`config.mk`:
```
export PLATFORM = sky130hd
export DESIGN_NAME = idu_pipe_stage
export DESIGN_NICKNAME = d
export VERILOG_FILES = /design/src/rtl/idu_pkg.sv /design/src/rtl/idu_regfile.sv /design/src/rtl/idu_pipe_stage.sv
export SDC_FILE = /design/constraint.sdc
export NUM_CORES = 2
export LEC_CHECK = 0
export ABC_AREA = 0
export CORE_ASPECT_RATIO = 0.9
export CORE_MARGIN = 5
export CORE_UTILIZATION = 45
export CTS_CLUSTER_DIAMETER = 200
export DETAILED_ROUTE_END_ITERATION = 8
export GPL_TIMING_DRIVEN = 0
export PLACE_DENSITY = 0.68
export SYNTH_ARGS = -nofsm -noshare
export SYNTH_HDL_FRONTEND = slang
export SYNTH_SLANG_ARGS = --single-unit
```
`constraint.sdc`:
```
create_clock -name clk -period 9.5 [get_ports clk]
set_clock_uncertainty 0.15 [all_clocks]
set_input_delay 1.425 -clock clk [delete_from_list [all_inputs] [get_ports clk]]
set_output_delay 1.425 -clock clk [all_outputs]
set_load 0.03 [all_outputs]
```
`src/rtl/idu_pkg.sv`:
```
// Shared types and the combinational RV32I/E decoder for the IDU pipeline stage.
// Decoder yields a compact opcode, immediate and operand-use flags.
package idu_pkg;

  localparam int unsigned OP_W = 6;

  localparam logic [6:0] OPC_LUI    = 7'b0110111;
  localparam logic [6:0] OPC_AUIPC  = 7'b0010111;
  localparam logic [6:0] OPC_JAL    = 7'b1101111;
  localparam logic [6:0] OPC_JALR   = 7'b1100111;
  localparam logic [6:0] OPC_BRANCH = 7'b1100011;
  localparam logic [6:0] OPC_LOAD   = 7'b0000011;
  localparam logic [6:0] OPC_STORE  = 7'b0100011;
  localparam logic [6:0] OPC_OPIMM  = 7'b0010011;
  localparam logic [6:0] OPC_OP     = 7'b0110011;
  localparam logic [6:0] OPC_MISC   = 7'b0001111;
  localparam logic [6:0] OPC_SYSTEM = 7'b1110011;

  typedef enum logic [OP_W-1:0] {
    OP_NOP, OP_ILLEGAL,
    OP_LUI, OP_AUIPC, OP_JAL, OP_JALR,
    OP_BEQ, OP_BNE, OP_BLT, OP_BGE, OP_BLTU, OP_BGEU,
    OP_LB, OP_LH, OP_LW, OP_LBU, OP_LHU,
    OP_SB, OP_SH, OP_SW,
    OP_ADDI, OP_SLTI, OP_SLTIU, OP_XORI, OP_ORI, OP_ANDI,
    OP_SLLI, OP_SRLI, OP_SRAI,
    OP_ADD, OP_SUB, OP_SLL, OP_SLT, OP_SLTU, OP_XOR,
    OP_SRL, OP_SRA, OP_OR, OP_AND,
    OP_FENCE, OP_ECALL, OP_EBREAK, OP_CSRRW, OP_CSRRS
  } op_e;

  typedef enum logic [2:0] {
    IMM_I, IMM_S, IMM_B, IMM_U, IMM_J, IMM_SHAMT, IMM_CSR, IMM_NONE
  } imm_fmt_e;

  typedef struct packed {
    op_e         op;
    logic [31:0] imm;
    logic        use_rs1;
    logic        use_rs2;
    logic        use_rd;
    logic        illegal;
  } dec_t;

  function automatic logic [31:0] gen_imm(input logic [31:0] inst, input imm_fmt_e fmt);
    logic [31:0] imm;
    imm = '0;
    case (fmt)
      IMM_I:     imm = {{20{inst[31]}}, inst[31:20]};
      IMM_S:     imm = {{20{inst[31]}}, inst[31:25], inst[11:7]};
      IMM_B:     imm = {{19{inst[31]}}, inst[31], inst[7], inst[30:25], inst[11:8], 1'b0};
      IMM_U:     imm = {inst[31:12], 12'b0};
      IMM_J:     imm = {{11{inst[31]}}, inst[31], inst[19:12], inst[20], inst[30:21], 1'b0};
      IMM_SHAMT: imm = {27'b0, inst[24:20]};
      IMM_CSR:   imm = {20'b0, inst[31:20]};
      default:   imm = '0;
    endcase
    return imm;
  endfunction

  // Format/operand usage is set per opcode class, then the exact op is resolved.
  function automatic dec_t decode(input logic [31:0] inst);
    dec_t     d;
    imm_fmt_e fmt;
    d         = '0;
    d.op      = OP_ILLEGAL;
    fmt       = IMM_NONE;
    case (inst[6:0])
      OPC_LUI, OPC_AUIPC: begin fmt = IMM_U; d.use_rd = 1'b1; end
      OPC_JAL:            begin fmt = IMM_J; d.use_rd = 1'b1; end
      OPC_JALR, OPC_LOAD, OPC_OPIMM: begin
        fmt = IMM_I; d.use_rs1 = 1'b1; d.use_rd = 1'b1;
      end
      OPC_BRANCH: begin fmt = IMM_B; d.use_rs1 = 1'b1; d.use_rs2 = 1'b1; end
      OPC_STORE:  begin fmt = IMM_S; d.use_rs1 = 1'b1; d.use_rs2 = 1'b1; end
      OPC_OP:     begin d.use_rs1 = 1'b1; d.use_rs2 = 1'b1; d.use_rd = 1'b1; end
      OPC_SYSTEM: begin fmt = IMM_CSR; d.use_rs1 = 1'b1; d.use_rd = 1'b1; end
      default: ;
    endcase

    casez ({inst[31:25], inst[14:12], inst[6:0]})
      {7'b?, 3'b?,   OPC_LUI}:    d.op = OP_LUI;
      {7'b?, 3'b?,   OPC_AUIPC}:  d.op = OP_AUIPC;
      {7'b?, 3'b?,   OPC_JAL}:    d.op = OP_JAL;
      {7'b?, 3'b000, OPC_JALR}:   d.op = OP_JALR;
      {7'b?, 3'b000, OPC_BRANCH}: d.op = OP_BEQ;
      {7'b?, 3'b001, OPC_BRANCH}: d.op = OP_BNE;
      {7'b?, 3'b100, OPC_BRANCH}: d.op = OP_BLT;
      {7'b?, 3'b101, OPC_BRANCH}: d.op = OP_BGE;
      {7'b?, 3'b110, OPC_BRANCH}: d.op = OP_BLTU;
      {7'b?, 3'b111, OPC_BRANCH}: d.op = OP_BGEU;
      {7'b?, 3'b000, OPC_LOAD}:   d.op = OP_LB;
      {7'b?, 3'b001, OPC_LOAD}:   d.op = OP_LH;
      {7'b?, 3'b010, OPC_LOAD}:   d.op = OP_LW;
      {7'b?, 3'b100, OPC_LOAD}:   d.op = OP_LBU;
      {7'b?, 3'b101, OPC_LOAD}:   d.op = OP_LHU;
      {7'b?, 3'b000, OPC_STORE}:  d.op = OP_SB;
      {7'b?, 3'b001, OPC_STORE}:  d.op = OP_SH;
      {7'b?, 3'b010, OPC_STORE}:  d.op = OP_SW;
      {7'b?, 3'b000, OPC_OPIMM}:  d.op = OP_ADDI;
      {7'b?, 3'b010, OPC_OPIMM}:  d.op = OP_SLTI;
      {7'b?, 3'b011, OPC_OPIMM}:  d.op = OP_SLTIU;
      {7'b?, 3'b100, OPC_OPIMM}:  d.op = OP_XORI;
      {7'b?, 3'b110, OPC_OPIMM}:  d.op = OP_ORI;
      {7'b?, 3'b111, OPC_OPIMM}:  d.op = OP_ANDI;
      {7'b0000000, 3'b001, OPC_OPIMM}: d.op = OP_SLLI;
      {7'b0000000, 3'b101, OPC_OPIMM}: d.op = OP_SRLI;
      {7'b0100000, 3'b101, OPC_OPIMM}: d.op = OP_SRAI;
      {7'b0000000, 3'b000, OPC_OP}: d.op = OP_ADD;
      {7'b0100000, 3'b000, OPC_OP}: d.op = OP_SUB;
      {7'b0000000, 3'b001, OPC_OP}: d.op = OP_SLL;
      {7'b0000000, 3'b010, OPC_OP}: d.op = OP_SLT;
      {7'b0000000, 3'b011, OPC_OP}: d.op = OP_SLTU;
      {7'b0000000, 3'b100, OPC_OP}: d.op = OP_XOR;
      {7'b0000000, 3'b101, OPC_OP}: d.op = OP_SRL;
      {7'b0100000, 3'b101, OPC_OP}: d.op = OP_SRA;
      {7'b0000000, 3'b110, OPC_OP}: d.op = OP_OR;
      {7'b0000000, 3'b111, OPC_OP}: d.op = OP_AND;
      {7'b?, 3'b000, OPC_MISC}:   d.op = OP_FENCE;
      {7'b?, 3'b000, OPC_SYSTEM}: begin
        if (inst == 32'h0000_0073)      d.op = OP_ECALL;
        else if (inst == 32'h0010_0073) d.op = OP_EBREAK;
      end
      {7'b?, 3'b001, OPC_SYSTEM}: d.op = OP_CSRRW;
      {7'b?, 3'b010, OPC_SYSTEM}: d.op = OP_CSRRS;
      default: ;
    endcase

    if (d.op == OP_SLLI || d.op == OP_SRLI || d.op == OP_SRAI) fmt = IMM_SHAMT;
    // ecall/ebreak carry no operands despite sharing the SYSTEM opcode.
    if (d.op == OP_ECALL || d.op == OP_EBREAK || d.op == OP_ILLEGAL) begin
      fmt       = IMM_NONE;
      d.use_rs1 = 1'b0;
      d.use_rs2 = 1'b0;
      d.use_rd  = 1'b0;
    end
    d.illegal = (d.op == OP_ILLEGAL);
    d.imm     = gen_imm(inst, fmt);
    return d;
  endfunction

endpackage

```
`src/rtl/idu_regfile.sv`:
```
// Architectural register file: two combinational read ports with write-back
// bypass, one write port, x0 hardwired to zero.
module idu_regfile
  import idu_pkg::*;
#(
  parameter int unsigned XLEN    = 32,
  parameter int unsigned NR_REGS = 32
) (
  input  logic            clk,
  input  logic            rst,
  input  logic [4:0]      raddr1,
  input  logic [4:0]      raddr2,
  output logic [XLEN-1:0] rdata1_c,
  output logic [XLEN-1:0] rdata2_c,
  input  logic            wen,
  input  logic [4:0]      waddr,
  input  logic [XLEN-1:0] wdata
);
  localparam int unsigned AW    = $clog2(NR_REGS);
  localparam int unsigned IDX_W = 6;

  logic [XLEN-1:0] regs [NR_REGS];

  function automatic logic in_range(input logic [4:0] a);
    return IDX_W'(a) < IDX_W'(NR_REGS);
  endfunction

  always_ff @(posedge clk) begin
    if (rst) begin
      for (int unsigned i = 0; i < NR_REGS; i++) regs[i] <= '0;
    end else if (wen && waddr != '0 && in_range(waddr)) begin
      regs[AW'(waddr)] <= wdata;
    end
  end

  // Out-of-range indices read as zero; the decoder flags them illegal anyway.
  always_comb begin
    rdata1_c = '0;
    rdata2_c = '0;
    if (raddr1 != '0 && in_range(raddr1))
      rdata1_c = (wen && waddr == raddr1) ? wdata : regs[AW'(raddr1)];
    if (raddr2 != '0 && in_range(raddr2))
      rdata2_c = (wen && waddr == raddr2) ? wdata : regs[AW'(raddr2)];
  end

endmodule

```
`src/rtl/idu_pipe_stage.sv`:
```
// Registered instruction-decode stage between IFU and EXU with a busy-bit
// scoreboard that stalls RAW/WAW hazards through valid/ready handshakes.
module idu_pipe_stage
  import idu_pkg::*;
#(
  parameter int unsigned XLEN    = 32,
  parameter int unsigned NR_REGS = 32
) (
  input  logic            clk,
  input  logic            rst,
  input  logic            in_valid,
  output logic            in_ready,
  input  logic [31:0]     in_inst,
  input  logic [XLEN-1:0] in_pc,
  output logic            out_valid,
  input  logic            out_ready,
  output logic [OP_W-1:0] out_op,
  output logic [XLEN-1:0] out_imm,
  output logic [XLEN-1:0] out_rs1_data,
  output logic [XLEN-1:0] out_rs2_data,
  output logic [4:0]      out_rd,
  output logic            out_rd_wen,
  output logic [XLEN-1:0] out_pc,
  output logic            out_illegal,
  input  logic            wb_valid,
  input  logic [4:0]      wb_rd,
  input  logic [XLEN-1:0] wb_data,
  input  logic            flush
);
  localparam int unsigned IDX_W = 6;

  dec_t               dec;
  logic [4:0]         rs1, rs2, rd;
  logic               idx_bad, illegal_c, rd_wen_c, hazard, accept;
  logic [XLEN-1:0]    rdata1, rdata2;
  logic [31:0]        wb_clr32, set32, flush_clr32, busy_eff32;
  logic [NR_REGS-1:0] busy, busy_n;

  idu_regfile #(.XLEN(XLEN), .NR_REGS(NR_REGS)) u_regfile (
    .clk      (clk),
    .rst      (rst),
    .raddr1   (rs1),
    .raddr2   (rs2),
    .rdata1_c (rdata1),
    .rdata2_c (rdata2),
    .wen      (wb_valid),
    .waddr    (wb_rd),
    .wdata    (wb_data)
  );

  // Decode, legality against NR_REGS, and hazard detection on the incoming word.
  always_comb begin
    dec       = decode(in_inst);
    rs1       = in_inst[19:15];
    rs2       = in_inst[24:20];
    rd        = in_inst[11:7];
    idx_bad   = (dec.use_rs1 && IDX_W'(rs1) >= IDX_W'(NR_REGS)) ||
                (dec.use_rs2 && IDX_W'(rs2) >= IDX_W'(NR_REGS)) ||
                (dec.use_rd  && IDX_W'(rd)  >= IDX_W'(NR_REGS));
    illegal_c = dec.illegal || idx_bad;
    rd_wen_c  = dec.use_rd && rd != '0 && !illegal_c;

    wb_clr32   = wb_valid ? (32'd1 << wb_rd) : '0;
    busy_eff32 = 32'(busy & ~NR_REGS'(wb_clr32));
    hazard     = !illegal_c &&
                 ((dec.use_rs1 && rs1 != '0 && busy_eff32[rs1]) ||
                  (dec.use_rs2 && rs2 != '0 && busy_eff32[rs2]) ||
                  (rd_wen_c && busy_eff32[rd]));

    in_ready = (!out_valid || out_ready) && !hazard && !flush;
    accept   = in_valid && in_ready;
  end

  // Set wins over a same-cycle write-back clear; flush frees only the held rd.
  always_comb begin
    set32       = (accept && rd_wen_c) ? (32'd1 << rd) : '0;
    flush_clr32 = (flush && out_valid && out_rd_wen) ? (32'd1 << out_rd) : '0;
    busy_n      = (busy & ~NR_REGS'(wb_clr32) & ~NR_REGS'(flush_clr32)) | NR_REGS'(set32);
  end

  always_ff @(posedge clk) begin
    if (rst) begin
      busy         <= '0;
      out_valid    <= 1'b0;
      out_op       <= OP_NOP;
      out_imm      <= '0;
      out_rs1_data <= '0;
      out_rs2_data <= '0;
      out_rd       <= '0;
      out_rd_wen   <= 1'b0;
      out_pc       <= '0;
      out_illegal  <= 1'b0;
    end else begin
      busy <= busy_n;
      if (flush) begin
        out_valid <= 1'b0;
      end else if (accept) begin
        out_valid    <= 1'b1;
        out_op       <= illegal_c ? OP_ILLEGAL : dec.op;
        out_imm      <= XLEN'($signed(dec.imm));
        out_rs1_data <= dec.use_rs1 ? rdata1 : '0;
        out_rs2_data <= dec.use_rs2 ? rdata2 : '0;
        out_rd       <= dec.use_rd ? rd : '0;
        out_rd_wen   <= rd_wen_c;
        out_pc       <= in_pc;
        out_illegal  <= illegal_c;
      end else if (out_ready) begin
        out_valid <= 1'b0;
      end
    end
  end

endmodule

```
==> results.yml <==
final_layout:
  drive_gt1_share_pct: 20.36
  nets: 4870
  stdcell_count: 6721
  syn2layout_area_growth_pct: 14.74
  fill_cells: 11660
synth:
  ys_seq_elements: 1198
  synth_edf_count: 1024
  synthFlopType: "edfxtp_1"
  yosysSeqAreaShare_pct: 54.11
  syn_area_um2: 63260
  syn-instance-count: 4353
  ys_warn_count: 0
  async_flop_share_pct: 0
  synth_cell_types: 92
  syn_avg_cell_area_um2: 14.53
drt:
  drtAntennaViolNets: 0
  vias: 43610
  finalWirelength_um: 233200
  first_pass_iters: 6
  wire_per_inst_um: 34.70
  routed_via_density: 6.488
  drt_first_iter_violations: 6275
  drc: 0
outcome:
  violations: "capacitance limit, slew limit"
  status: "complete, but fails checks"
placement:
  gp_congestion: 0.9419
  place_ws_ps: 1416
  port_buffers: 237
  dp.cells: 6477
  dp_hpwl_um: 162000
sta:
  max_slew.worst_pin.slew_ps: 1589
  grt_setup_unrepaired: "no"
  fmax_mhz: 126.3
  setup_viol: 0
  setup_slack_ps: 1585
  slew_headroom_pct: -5.940
  tns_ps: 0
  hold_viol_final: 0
  period_needed_ps: 7915
  fin_crit_sh_pct: 83.32
  final_max_slew_viol_count: 11
run:
  drv_cap: 2
setup_path:
  cp-end-kind: "flop"
  cp_top_family: "buffers and inverters"
  critPathKind: "input pin to flop"
  path_common_cell: "clkbuf_1"
  cp-start-kind: "input pin"
  crit_buf_inv: 7
  cp_slowest_stage_delay_ps: 1050
  slowest_stage: "clkbuf_1"
  cp.required_ps: 9990
  arrival_ps: 8400
  crit_chain: "clkdlybuf4s50_1, clkbuf_1, clkbuf_1, clkbuf_1, clkbuf_1, xnor2_1, and3_1, clkbuf_1, clkbuf_1, nor2_1, a21oi_1, o21ai_1"
  worstPathMaxFanout: 10
power:
  power.total_w: 0.01296
  vdd_drop_max_v: 0.0001945
  p_per_area_nw_per_um2: 178.5
  p_leak_nw: 24.24
clock_tree:
  cts_buffers: 132
  cts_tree: "built"
  clock-sinks: 1198
  clk_pin_slew_ps: 60
  clk_latency_ps: 790
  cts.hold.buffers_added: 0
  htreeDepth: 4
  cts_setup_buffers: 0
  cts_buffer_depth: 3
  clock-root-buffer: "clkbuf_16"
  cts_resized: 0
global_routing:
  track_usage_pct: 31.08
  antenna_found_initial: 10
  grt_max_degree: 33
  grt_pass1_vias: 43570
  grt_pass1_wl_um: 324100
  grt_overflow: 0
floorplan:
  boundaryPins: 250
  start_util_pct: 45.28
  design.core.area_um2: 139700
  rows: 130
  die_area_um2: 148200
  fp.dieW_um: 405.2
  die_h_um: 365.7
worst_hold_path:
  hold_path.class: "flop to flop"
## synthesized netlist by cell type (all sizes together), types with 4 or more instances
library cell	number	area share, %
buf	139	1.0
nor4	18	0.21
nor2	171	1.0
inv	13	0.077
nor2b	14	0.14
xor2	8	0.11
and3	8	0.079
nand4	15	0.15
or3b	4	0.055
mux4	646	23
nand2b	16	0.16
mux2	5	0.089
o31ai	4	0.055
nand3	27	0.23
a311o	6	0.095
dfxtp	174	5.5
or2	29	0.29
xnor2	4	0.055
o2111ai	8	0.11
or4	12	0.15
a32oi	4	0.055
a22o	8	0.12
a211oi	17	0.21
o21bai	5	0.059
and2	998	9.9
o32ai	16	0.22
nand2	141	0.84
clkbuf	317	1.9
o211ai	20	0.25
edfxtp	1024	49
o21ai	156	1.3
nor3	24	0.19
nand4b	4	0.055
a211o	12	0.17
nand3b	9	0.11
a22oi	6	0.071
a21oi	106	0.84
o22ai	4	0.049
mux2i	103	1.6
or3	15	0.16
## stage by stage
| step | hold slack (ps) | util [%] | cell area (um2) |
|---|---|---|---|
| detailed placement | 291.6 | 48.86 | 68270 |
| floorplan | 331.3 | - | 63380 |
| global placement | 284.3 | 48.71 | 68060 |
| global route | 318.0 | 51.94 | 72570 |
| CTS | 299.7 | 51.93 | 72560 |
| finish | 295.5 | 51.95 | 72590 |
## sequential cells by signal (all words and copies together) (netlist names)
name,count
out_rd,5
out_op,6
out_rd_wen,1
busy,32
out_imm,32
u_regfile.regs,1024
out_illegal,1
out_rs2_data,32
out_valid,1
out_pc,32
out_rs1_data,32
## layer usage
layer	vias to the layer above	part of all wire (%)	global-route usage (%)
met5	-	0.0056	0
met4	2	6.6	17.19
met3	610	13	9.500
met2	3316	45	46.86
met1	22160	36	40.28
li1	17520	-	-
## worst register-to-register path, stage by stage, from the launching register on
cell and delay, ps:
dfxtp_1 370, o21ai_0 300, mux4_1 590, o2bb2a_1 320, nor4_1 850, nor4_1 130
a32o_1 250, buf_2 230, nand3_1 940, clkbuf_1 550, o21ai_0 200
## power by group
| part | internal (W) | switching, W | total (W) |
|---|---|---|---|
| clock network | 0.00297 | 0.00224 | 0.00521 |
| registers | 0.00597 | 0.000125 | 0.00609 |
| logic | 0.000686 | 0.000972 | 0.00166 |
## final cells by class
class,count,area [um2],share of cell area (%)
Timing Repair Buffer,245,2530,3.485
Clock inverter,57,511.7,0.7050
Inverter,14,52.55,0.07240
Buffer,456,1856,2.556
Sequential cell,1198,34230,47.16
Multi-Input combinational cell,2716,27290,37.60
Clock buffer,181,3782,5.211
Antenna cell,6,15.01,0.02069
Tap cell,1848,2312,3.185
## worst paths after layout
check                   startpoint                to  slack, ps  depth (start not counted)
hold reg to reg   out_rs1_data[21]  out_rs1_data[21]        300                          2
hold / removal    out_rs1_data[21]  out_rs1_data[21]        300                          2
setup / recovery       in_inst[21]  out_rs2_data[17]       1580                         12
setup reg to reg          busy[11]   out_rs1_data[1]       4490                         10
## cells in the final DEF, fill, tap and decap left out, drive strengths merged, types with 6 or more instances in the layout
cell type | Yosys | routed
edfxtp | 1024 | 1024
and2 | 998 | 998
mux4 | 646 | 646
clkbuf | 317 | 501
clkdlybuf4s50 | 0 | 237
dfxtp | 174 | 174
nor2 | 171 | 171
o21ai | 156 | 156
buf | 139 | 144
nand2 | 141 | 141
a21oi | 106 | 106
mux2i | 103 | 103
clkinv | 1 | 40
conb | 1 | 32
or2 | 29 | 29
nand3 | 27 | 27
nor3 | 24 | 24
o211ai | 20 | 20
inv | 13 | 20
nor4 | 18 | 18
a211oi | 17 | 17
nand2b | 16 | 16
o32ai | 16 | 16
nand4 | 15 | 15
or3 | 15 | 15
nor2b | 14 | 14
a211o | 12 | 12
or4 | 12 | 12
nand3b | 9 | 9
xor2 | 8 | 8
o2111ai | 8 | 8
and3 | 8 | 8
a22o | 8 | 8
diode | 0 | 6
a22oi | 6 | 6
a311o | 6 | 6
bufinv | 0 | 6
## cells by family after synthesis
kind of cell / count (synthesis) / share of synthesized area (%)
XOR/XNOR: 12 / 0.1661
AO/OA/AOI/OAI: 400 / 3.995
other: 1 / 0.005928
flip-flops: 1198 / 54.11
AND/OR/NAND/NOR: 1517 / 13.98
buffers and inverters: 470 / 3.006
multiplexers: 754 / 24.72
adder cells (fa/ha/maj): 1 / 0.01582
(Power assumes the default switching activity.)
